==> src/rtl/magia_pkg.sv <==
// Shared MAGIA constants and L2 edge types used by the mesh-to-L2 glue logic.
package magia_pkg;

    localparam int N_TILES_Y        = 4;
    localparam int L2_ADDR_W        = 32;
    localparam int L2_DATA_W        = 32;
    localparam int L2_ARB_MAX_OUTST = 8;

    typedef struct packed {
        logic [L2_ADDR_W-1:0]   addr;
        logic                   we;
        logic [L2_DATA_W/8-1:0] be;
        logic [L2_DATA_W-1:0]   wdata;
    } l2_req_t;

    typedef struct packed {
        logic [L2_DATA_W-1:0] rdata;
        logic                 err;
    } l2_rsp_t;

    typedef enum logic {
        ARB_OPEN   = 1'b0,
        ARB_LOCKED = 1'b1
    } arb_state_e;

endpackage

==> src/rtl/magia_l2_order_fifo.sv <==
// In-order FIFO of granted port indices; the head names the row owed the next L2 response.
module magia_l2_order_fifo #(
    parameter int DEPTH = 8,
    parameter int IDX_W = 2
) (
    input  logic             clk,
    input  logic             rst,
    input  logic             push,
    input  logic [IDX_W-1:0] push_idx,
    input  logic             pop,
    output logic             full,
    output logic             empty,
    output logic [IDX_W-1:0] head
);

    localparam int PTR_W = $clog2(DEPTH);

    logic [IDX_W-1:0] mem_q [DEPTH];
    logic [PTR_W-1:0] wr_ptr_q;
    logic [PTR_W-1:0] rd_ptr_q;
    logic [PTR_W:0]   count_q;

    always_ff @(posedge clk) begin
        if (rst) begin
            wr_ptr_q <= '0;
            rd_ptr_q <= '0;
            count_q  <= '0;
        end else begin
            if (push) begin
                wr_ptr_q <= wr_ptr_q + 1'b1;
            end
            if (pop) begin
                rd_ptr_q <= rd_ptr_q + 1'b1;
            end
            case ({push, pop})
                2'b10:   count_q <= count_q + 1'b1;
                2'b01:   count_q <= count_q - 1'b1;
                default: count_q <= count_q;
            endcase
        end
    end

    // Storage needs no reset: occupancy alone decides what is meaningful.
    always_ff @(posedge clk) begin
        if (push) begin
            mem_q[wr_ptr_q] <= push_idx;
        end
    end

    assign full  = count_q[PTR_W];
    assign empty = (count_q == '0);
    assign head  = mem_q[rd_ptr_q];

endmodule

==> src/rtl/magia_l2_port_arbiter.sv <==
// Shares one L2 slave port among the west-edge row channels: round-robin with grant lock, in-order response steering.
// Optional per-port grant and stall counters are built when MAGIA_L2_ARB_STATS_EN is defined.
module magia_l2_port_arbiter
    import magia_pkg::*;
#(
    parameter int N_PORTS   = N_TILES_Y,
    parameter int ADDR_W    = 32,
    parameter int DATA_W    = 32,
    parameter int MAX_OUTST = L2_ARB_MAX_OUTST
) (
    input  logic                       clk_i,
    input  logic                       rst_i,
    input  logic [N_PORTS-1:0]         req_valid_i,
    output logic [N_PORTS-1:0]         req_ready_o,
    input  logic [N_PORTS*ADDR_W-1:0]  req_addr_i,
    input  logic [N_PORTS-1:0]         req_we_i,
    input  logic [N_PORTS*DATA_W/8-1:0] req_be_i,
    input  logic [N_PORTS*DATA_W-1:0]  req_wdata_i,
    output logic [N_PORTS-1:0]         rsp_valid_o,
    input  logic [N_PORTS-1:0]         rsp_ready_i,
    output logic [DATA_W-1:0]          rsp_rdata_o,
    output logic                       rsp_err_o,
    output logic                       l2_req_valid_o,
    input  logic                       l2_req_ready_i,
    output logic [ADDR_W-1:0]          l2_req_addr_o,
    output logic                       l2_req_we_o,
    output logic [DATA_W/8-1:0]        l2_req_be_o,
    output logic [DATA_W-1:0]          l2_req_wdata_o,
    input  logic                       l2_rsp_valid_i,
    output logic                       l2_rsp_ready_o,
    input  logic [DATA_W-1:0]          l2_rsp_rdata_i,
    input  logic                       l2_rsp_err_i,
    output logic                       unexp_rsp_o
`ifdef MAGIA_L2_ARB_STATS_EN
    ,
    output logic [N_PORTS*32-1:0]      grant_cnt_o,
    output logic [31:0]                stall_cnt_o
`endif
);

    // state      | meaning
    // ARB_OPEN   | grant follows the round-robin search from rr_ptr_q
    // ARB_LOCKED | offered request stalled; grant pinned to lock_idx_q until its handshake

    localparam int IDX_W = (N_PORTS > 1) ? $clog2(N_PORTS) : 1;
    localparam int BE_W  = DATA_W / 8;

    arb_state_e       state_q, state_d;
    logic [IDX_W-1:0] rr_ptr_q, rr_ptr_d;
    logic [IDX_W-1:0] lock_idx_q, lock_idx_d;
    logic [IDX_W-1:0] rr_idx;
    logic [IDX_W-1:0] grant;
    logic [IDX_W:0]   cand;
    logic [IDX_W-1:0] head;
    logic             any_valid;
    logic             fifo_full;
    logic             fifo_empty;
    logic             l2_valid;
    logic             req_hs;
    logic             rsp_hs;
    logic             unexp_q;

    assign any_valid = |req_valid_i;

    // Walk offsets from the highest down so the smallest offset with a valid request wins.
    always_comb begin
        rr_idx = rr_ptr_q;
        cand   = '0;
        for (int i = N_PORTS - 1; i >= 0; i--) begin
            cand = {1'b0, rr_ptr_q} + (IDX_W+1)'(i);
            if (cand >= (IDX_W+1)'(N_PORTS)) begin
                cand = cand - (IDX_W+1)'(N_PORTS);
            end
            if (req_valid_i[cand[IDX_W-1:0]]) begin
                rr_idx = cand[IDX_W-1:0];
            end
        end
    end

    assign grant    = (state_q == ARB_LOCKED) ? lock_idx_q : rr_idx;
    assign l2_valid = any_valid & ~fifo_full & ~rst_i;
    assign req_hs   = l2_valid & l2_req_ready_i;

    always_comb begin
        state_d    = state_q;
        rr_ptr_d   = rr_ptr_q;
        lock_idx_d = lock_idx_q;
        case (state_q)
            ARB_OPEN: begin
                if (l2_valid && !l2_req_ready_i) begin
                    state_d    = ARB_LOCKED;
                    lock_idx_d = grant;
                end
            end
            ARB_LOCKED: begin
                if (req_hs) begin
                    state_d = ARB_OPEN;
                end
            end
            default: state_d = ARB_OPEN;
        endcase
        if (req_hs) begin
            rr_ptr_d = (grant == IDX_W'(N_PORTS - 1)) ? '0 : grant + 1'b1;
        end
    end

    always_ff @(posedge clk_i) begin
        if (rst_i) begin
            state_q    <= ARB_OPEN;
            rr_ptr_q   <= '0;
            lock_idx_q <= '0;
            unexp_q    <= 1'b0;
        end else begin
            state_q    <= state_d;
            rr_ptr_q   <= rr_ptr_d;
            lock_idx_q <= lock_idx_d;
            unexp_q    <= unexp_q | (l2_rsp_valid_i & fifo_empty);
        end
    end

    always_comb begin
        l2_req_valid_o = l2_valid;
        req_ready_o    = '0;
        l2_req_addr_o  = '0;
        l2_req_we_o    = 1'b0;
        l2_req_be_o    = '0;
        l2_req_wdata_o = '0;
        for (int i = 0; i < N_PORTS; i++) begin
            if (l2_valid && (grant == IDX_W'(i))) begin
                req_ready_o[i] = l2_req_ready_i;
                l2_req_addr_o  = req_addr_i[i*ADDR_W +: ADDR_W];
                l2_req_we_o    = req_we_i[i];
                l2_req_be_o    = req_be_i[i*BE_W +: BE_W];
                l2_req_wdata_o = req_wdata_i[i*DATA_W +: DATA_W];
            end
        end
    end

    // With nothing outstanding the response is swallowed so the L2 can never wedge.
    always_comb begin
        rsp_valid_o    = '0;
        l2_rsp_ready_o = 1'b0;
        if (!rst_i) begin
            if (fifo_empty) begin
                l2_rsp_ready_o = 1'b1;
            end else begin
                rsp_valid_o[head] = l2_rsp_valid_i;
                l2_rsp_ready_o    = rsp_ready_i[head];
            end
        end
    end

    assign rsp_hs      = l2_rsp_valid_i & l2_rsp_ready_o & ~fifo_empty;
    assign rsp_rdata_o = l2_rsp_rdata_i;
    assign rsp_err_o   = l2_rsp_err_i;
    assign unexp_rsp_o = unexp_q;

    magia_l2_order_fifo #(
        .DEPTH (MAX_OUTST),
        .IDX_W (IDX_W)
    ) u_order_fifo (
        .clk      (clk_i),
        .rst      (rst_i),
        .push     (req_hs),
        .push_idx (grant),
        .pop      (rsp_hs),
        .full     (fifo_full),
        .empty    (fifo_empty),
        .head     (head)
    );

`ifdef MAGIA_L2_ARB_STATS_EN
    logic [31:0] grant_cnt_q [N_PORTS];
    logic [31:0] stall_cnt_q;
    logic        stall;

    assign stall = (l2_valid & ~l2_req_ready_i) | (any_valid & fifo_full & ~rst_i);

    always_ff @(posedge clk_i) begin
        if (rst_i) begin
            for (int i = 0; i < N_PORTS; i++) begin
                grant_cnt_q[i] <= '0;
            end
            stall_cnt_q <= '0;
        end else begin
            for (int i = 0; i < N_PORTS; i++) begin
                if (req_hs && (grant == IDX_W'(i)) && (grant_cnt_q[i] != '1)) begin
                    grant_cnt_q[i] <= grant_cnt_q[i] + 1'b1;
                end
            end
            if (stall && (stall_cnt_q != '1)) begin
                stall_cnt_q <= stall_cnt_q + 1'b1;
            end
        end
    end

    for (genvar g = 0; g < N_PORTS; g++) begin : g_cnt_out
        assign grant_cnt_o[g*32 +: 32] = grant_cnt_q[g];
    end
    assign stall_cnt_o = stall_cnt_q;
`endif

endmodule

==> config.mk <==
export PLATFORM = sky130hd
export DESIGN_NAME = magia_l2_port_arbiter
export DESIGN_NICKNAME = d
export VERILOG_FILES = /design/src/rtl/magia_pkg.sv /design/src/rtl/magia_l2_order_fifo.sv /design/src/rtl/magia_l2_port_arbiter.sv
export SDC_FILE = /design/constraint.sdc
export NUM_CORES = 1
export LEC_CHECK = 0
export BUFFER_PORTS_ARGS = -buffer_cell sky130_fd_sc_hd__buf_2
export CAP_MARGIN = 20
export CORE_AREA = 5 5 164 166
export DETAILED_ROUTE_END_ITERATION = 8
export DIE_AREA = 0 0 169 171
export GPL_ROUTABILITY_DRIVEN = 0
export PLACE_DENSITY = 0.55
export SYNTH_ARGS = -nofsm -noshare
export SYNTH_HDL_FRONTEND = slang
export SYNTH_SLANG_ARGS = --single-unit
==> constraint.sdc <==
create_clock -name clk_i -period 3.41 [get_ports clk_i]
set_input_delay 0.341 -clock clk_i [delete_from_list [all_inputs] [get_ports clk_i]]
set_output_delay 0.341 -clock clk_i [all_outputs]
set_load 0.01 [all_outputs]
### Word-level counts from Yosys, hierarchy flattened

Memories as Yosys holds them, arrays and structs flattened. A register that Yosys moved wholly into a read port is not among the register bits.
Index checks and enable logic that the tools add are counted.

* mux-type cells: 54
* multipliers: 0
* add/subtract/negate cells: 12
* reductions and logical operators: 12
* div/mod/pow operators: 0
* bitwise operators: 12
* shift operators: 0
* order comparisons: 10
* equal/unequal tests: 5

Operator list (count)
* two-way mux 32 bit: 8
* two-way mux 4 bit: 6
* two-way mux 1 bit: 20
* two-way mux 2 bit: 10
* < comparator 2 x 3 -> 1 bit (second input constant): 5
* binary-select mux 1 bit (select 2 bit): 5
* >= comparator 3 bit (second input constant): 3
* case mux 4 bit (2 select lines): 1
* subtractor 2 x 1 -> 2 bit (second input constant): 4
* adder 2 x 2 -> 3 bit (second input constant): 2
* adder 3 x 1 -> 3 bit (second input constant): 2
* AND 1 bit: 6
* == test 2 bit (second input constant): 3
* logical AND 1 bit: 6
* two-way mux 3 bit: 2
* adder 4 x 1 -> 4 bit (second input constant): 1
* AND 4 bit: 1
* == test 2 x 1 -> 1 bit (second input constant): 2
* logical NOT 4 bit: 1
* NOT 1 bit: 4
* OR reduction 4 bit: 1
* subtractor 4 x 1 -> 4 bit (second input constant): 1
* adder 2 x 1 -> 3 bit (second input constant): 1
* >= comparator 2 x 3 -> 1 bit (second input constant): 1
* other kinds (9): 9

* memory bits (writable): 16
* output and inout bits: 113
* register bits after elaboration: 16
* input port bits: 321
* memories: 1
* memory bits (read-only): 0
* bits in latches: 0

Memory list
* u_order_fifo.mem_q: words 8, width 2, read ports 1, clocked after Yosys merged registers in 1, write ports 1, RTL line magia_l2_order_fifo.sv:18 `logic [IDX_W-1:0] mem_q [DEPTH];`

### Depth between registers and ports, before layout

* depth after elaboration: 16
* depth in mapped cells: 15

### By module

A second synthesis with hierarchy kept.

* cells, all modules: 725
* area, all modules: 4604.4 sq um

Modules (own cells, without submodules)
* magia_l2_port_arbiter: instances 1, cells each 634, area an instance 3383.2 sq um, sequential area each 120.1 sq um
* magia_l2_order_fifo: instances 1, cells each 91, area an instance 1221.2 sq um, sequential area each 740.7 sq um

### Worst setup path after synthesis

No wires, ideal clock.

* kind: register to register
* start: reg with a tool-made name
* end: reg u_order_fifo.count_q[2]
* required time: 3339 ps
* period minus slack after synthesis: 3128 ps
* stages on the path, launching flop included: 14
* path buffers: 1
* arrival: 3058 ps
* slack: 282 ps
* cells stage by stage: dfxtp_1 > buf_6 > mux2_1 > mux4_2 > mux4_2 > nand2_4 > inv_4 > ha_1 > xor2_1 > ha_1 > a21oi_1 > xor2_1 > or3_1 > a21oi_1

RTL lines
* end signal: assignment: RTL line magia_l2_order_fifo.sv:36 `2'b10: count_q <= count_q + 1'b1;`
* end signal: assignment: RTL line magia_l2_order_fifo.sv:37 `2'b01: count_q <= count_q - 1'b1;`
* end signal: assignment: RTL line magia_l2_order_fifo.sv:38 `default: count_q <= count_q;`
* end: declaration: RTL line magia_l2_order_fifo.sv:21 `logic [PTR_W:0] count_q;`

### Final worst setup path

* start: reg rr_ptr_q[1]
* end: out l2_req_wdata_o[1]

* longest elaborated chain between the ends: 16
* elaborated cells on any way between the ends: 40
* those cells by class: add/sub (7); order compare (4); eq/ne (3); mux (21); reduce/logical (5)

RTL lines
* start: declaration: RTL line magia_l2_port_arbiter.sv:49 `logic [IDX_W-1:0] rr_ptr_q, rr_ptr_d;`
* start signal: assignment: RTL line magia_l2_port_arbiter.sv:115 `rr_ptr_q <= rr_ptr_d;`
* adder 2 x 2 -> 3 bit: RTL line magia_l2_port_arbiter.sv:70 `cand = {1'b0, rr_ptr_q} + (IDX_W+1)'(i);`
* >= comparator 3 bit / subtractor 2 x 1 -> 2 bit (equally long branches): RTL line magia_l2_port_arbiter.sv:71, magia_l2_port_arbiter.sv:72
* two-way mux 2 bit: RTL line magia_l2_port_arbiter.sv:71 `if (cand >= (IDX_W+1)'(N_PORTS)) begin`
* binary-select mux 1 bit (select 2 bit): RTL line magia_l2_port_arbiter.sv:74 `if (req_valid_i[cand[IDX_W-1:0]]) begin`
* two-way mux 1 bit (not written as such): RTL line magia_l2_port_arbiter.sv:74
* two-way mux 2 bit (3 in a row): RTL line magia_l2_port_arbiter.sv:74
* two-way mux 2 bit *: RTL line magia_l2_port_arbiter.sv:74
* two-way mux 2 bit *: RTL line magia_l2_port_arbiter.sv:80 `assign grant = (state_q == ARB_LOCKED) ? lock_idx_q : rr_idx;`
* net grant[1]: RTL line magia_l2_port_arbiter.sv:52 `logic [IDX_W-1:0] grant;`
* logical NOT 2 bit: RTL line magia_l2_port_arbiter.sv:129 `if (l2_valid && (grant == IDX_W'(i))) begin`
* logical AND 1 bit: RTL line magia_l2_port_arbiter.sv:129
* two-way mux 32 bit (3 in a row): RTL line magia_l2_port_arbiter.sv:129
* two-way mux 32 bit *: RTL line magia_l2_port_arbiter.sv:129
* end: declaration: RTL line magia_l2_port_arbiter.sv:28 `output logic [DATA_W-1:0] l2_req_wdata_o,`

The timed path passes the listed nets; every way through them passes the cells marked *. The select of a mux whose other input is x is not followed.

==> impl_metrics.toml <==
[logic_synthesis]
syn_area_sq_um = 4650
synthesis.yosys.warnings = 0
yosysTopAreaCell = "nor2b_1"
netlist_instances = 664
synth_top_family_by_area = "simple AND/OR/NAND/NOR gates"
synthMuxAreaShare_pct = 5.30
synth-edff-count = 16
yosys.area_share.adder_pct = 2.42
synthXorXnorAreaFrac_pct = 0.754
ys.flop_type = "dfxtp_1"
seq_area_frac_synth_pct = 18.5
yosysUniqueCellTypes = 41
yosys.area_share.simple_pct = 38.8
async_flop_share_pct = 0
ys_seq_elements = 35
synthTopCellsByCount = "nor2b_1 (140), nor2_1 (88), a21oi_1 (76), nor3_1 (72), a221oi_1 (69)"
synth_area_per_cell_sq_um = 7.00
synth_top_area_share_pct = 18.8
synth.area.top_cells = "nor2b_1 (19%), a221oi_1 (13%), edfxtp_1 (10%)"
synthMostInstantiatedCell = "nor2b_1"
synth.net_count = 994
synth-compound-area-share_pct = 22.9

[routing]
drt_wl_total_mm = 21.0
drt-wirelength-per-cell_um = 16.1
vias = 5919
dr.pass1.iters = 8
ant_nets = 0
drc = 0
drtIter0Drc = 271
viasPerCell = 4.54

[setup_path]
r2r_end = "u_order_fifo.count_q[2]$_SDFFE_PP0P_"
cp.required_ns = 3.07
worst_r2r_path_depth = 12
arrival_ns = 2.93
path_max_fanout = 63
setup.worst_path.start_class = "flip-flop"
critPathKind = "reg2out"
rrSetupSlack_ns = 0.20
end_kind = "primary output"

[worst_hold_path]
whs_endpoint = "unexp_rsp_o$_SDFF_PP0_"
worstHoldPathType = "in2reg"
hp-start = "l2_rsp_valid_i"
hold_depth = 3

[pwr]
ir_drop_v = 0.000169
p_int_w = 0.00157
pwr-share-comb_pct = 66.6
clkPwrFrac_pct = 15.7
powerDensity_nw_per_um2 = 392
leakagePower_nw = 3.27
pwr-share-seq_pct = 17.7
p_sw_w = 0.00116
p_total_w = 0.00273
p_sw_share_pct = 42.4

[timing]
slew_headroom_pct = 45.1
timing.final.crit_period_ns = 3.27
setup_viol = 0
tightest_slew_ns = 0.823
maxSlewViolCount = 0
hold_ws_ns = 0.297
finClkSkew_ns = 0.00443
max_clock_freq_ghz = 0.306
finalCritPeriodShare_pct = 95.8
rsz0062_at_grt = "yes"
setup_tns_ns = 0
hold_viol = 0

[status]
status = "finished clean"

[clock_network]
ctsHoldBuffers = 0
root_buffer = "clkbuf_16"
cts_made_buffers = 5
clock_latency_ns = 0.27
clkTransAtPathRegs_ns = 0.05
cts_buffer_depth = 2
cts_tree = "yes"
clkSinkCount = 35
htreeDepth = 2

[layout]
regArea_sq_um = 865
fillers = 2855
final_nets = 1298
multi_input_area_sq_um = 3360
n_antenna_cell = 0
area_delta_synth_final_pct = 50.0
layout-drive-gt1-share_pct = 44.0

[floorplanning]
core_sq_um = 25500
io_pins = 434
die_area_sq_um = 28900
chipHeight_um = 171
die_w_um = 169
num_rows = 59
initial_core_util_pct = 18.3

[global_routing]
first_global_vias = 5619
grt.total_usage_pct = 13.1
grt_start_max_net_pins = 71
grt_pass1_wl_mm = 30.8
antenna_found_initial = 2
gr-total-overflow = 0

[placement]
dp_hpwl_mm = 17.0
io_buffers = 367

[run]
drv_cap = 0
-- cells in the final DEF (no fill, tap or decap), drive strengths merged --
cell type,synthesis,layout
nor2,88,88
inv,5,5
o21a,1,1
a211oi,1,1
mux4,4,4
o31ai,1,1
nor3,72,72
nand3,3,3
dfxtp,19,19
a21oi,76,76
nor2b,140,140
mux2,6,6
xor2,4,4
nor4bb,2,2
clkinv,0,1
nand3b,1,1
edfxtp,16,16
o21ai,9,9
a2bb2oi,1,1
clkbuf,48,7
and2,1,1
ha,9,9
nand2b,10,10
a221oi,69,69
buf,49,394
nor3b,3,3
or3,3,3
mux2i,7,7
and3,5,5
nor4,1,1
nand2,10,10
-- power groups by stage --
stage | sequential (W) | combinational (W) | clock, W
6_report | 0.000483 | 0.00182 | 0.000429
5_1_grt | 0.000486 | 0.00204 | 0.000461
4_1_cts | 0.000483 | 0.00182 | 0.000442
3_5_place_dp | 0.000492 | 0.00181 | 0
3_3_place_gp | 0.000491 | 0.00181 | 0
2_1_floorplan | 0.000486 | 0.00113 | 0
-- through the flow --
| stage | instances | instance area, sq um | util, % | setup WS [ns] |
|---|---|---|---|---|
| 4_1_cts | 1303 | 6910 | 27.1 | 0.0693 |
| 3_5_place_dp | 1295 | 6770 | 26.6 | -0.0107 |
| 5_1_grt | 1304 | 6970 | 27.4 | -0.0537 |
| 2_1_floorplan | 664 | 4650 | - | 0.282 |
| 6_report | 1304 | 6970 | 27.4 | 0.144 |
| 3_3_place_gp | 1295 | 6770 | 26.6 | 0.0284 |
-- worst max-delay path by stage --
| stage | start | to |
|---|---|---|
| floorplan | flip-flop | u_order_fifo.count_q[2]$_SDFFE_PP0P_ |
| global placement | flip-flop | u_order_fifo.count_q[2]$_SDFFE_PP0P_ |
| detailed placement | flip-flop | u_order_fifo.count_q[2]$_SDFFE_PP0P_ |
| CTS | flip-flop | u_order_fifo.count_q[2]$_SDFFE_PP0P_ |
| global route | rr_ptr_q[1]$_SDFFE_PP0P_ | l2_req_be_o[3] |
| finish | rr_ptr_q[1]$_SDFFE_PP0P_ | l2_req_wdata_o[1] |
-- repair_timing --
action | in CTS | in global routing
resized for setup | 1 | 11
setup buffers | 0 | 1
endpoints found under the setup margin | 1 | 19
-- cell type report --
class / count / area share (%)
Multi-Input combinational cell: 527 / 48.1
Sequential cell: 35 / 12.4
Timing Repair Buffer: 394 / 31.2
Inverter: 5 / 0.305
Clock inverter: 1 / 0.0718
Tap cell: 335 / 6.01
Clock buffer: 7 / 1.90
-- cells by family (layout without fill, tap and decap cells) --
family,count (synthesis),after routing
AOI/OAI and AO/OA,158,158
xor gates and xnor gates,4,4
adders and majority gates,9,9
buffers and inverters,102,407
DFF,35,35
muxes,17,17
and+or+nand+nor,339,339
-- layer usage --
| layer | up-vias | track usage [%] | routed length, um |
|---|---|---|---|
| li1 | 2955 | - | - |
| met1 | 2676 | 16.9 | 8480 |
| met2 | 269 | 23.2 | 10700 |
| met3 | 19 | 3.14 | 1770 |
| met4 | 0 | 1.05 | 145 |
| met5 | - | 0 | 0 |
-- critical path, stage by stage, from the launching register on --
cell and delay, ns:
dfxtp_1 0.35, or3_1 0.37, o21ai_0 0.10, o31ai_2 0.11
mux2i_1 0.15, buf_4 0.16, inv_1 0.13, ha_4 0.21
buf_12 0.17, a221oi_1 0.26, buf_4 0.18, nor3_1 0.04
a21oi_1 0.15, nor2_1 0.05, buf_2 0.17
Power figures use the tool's default switching activity.
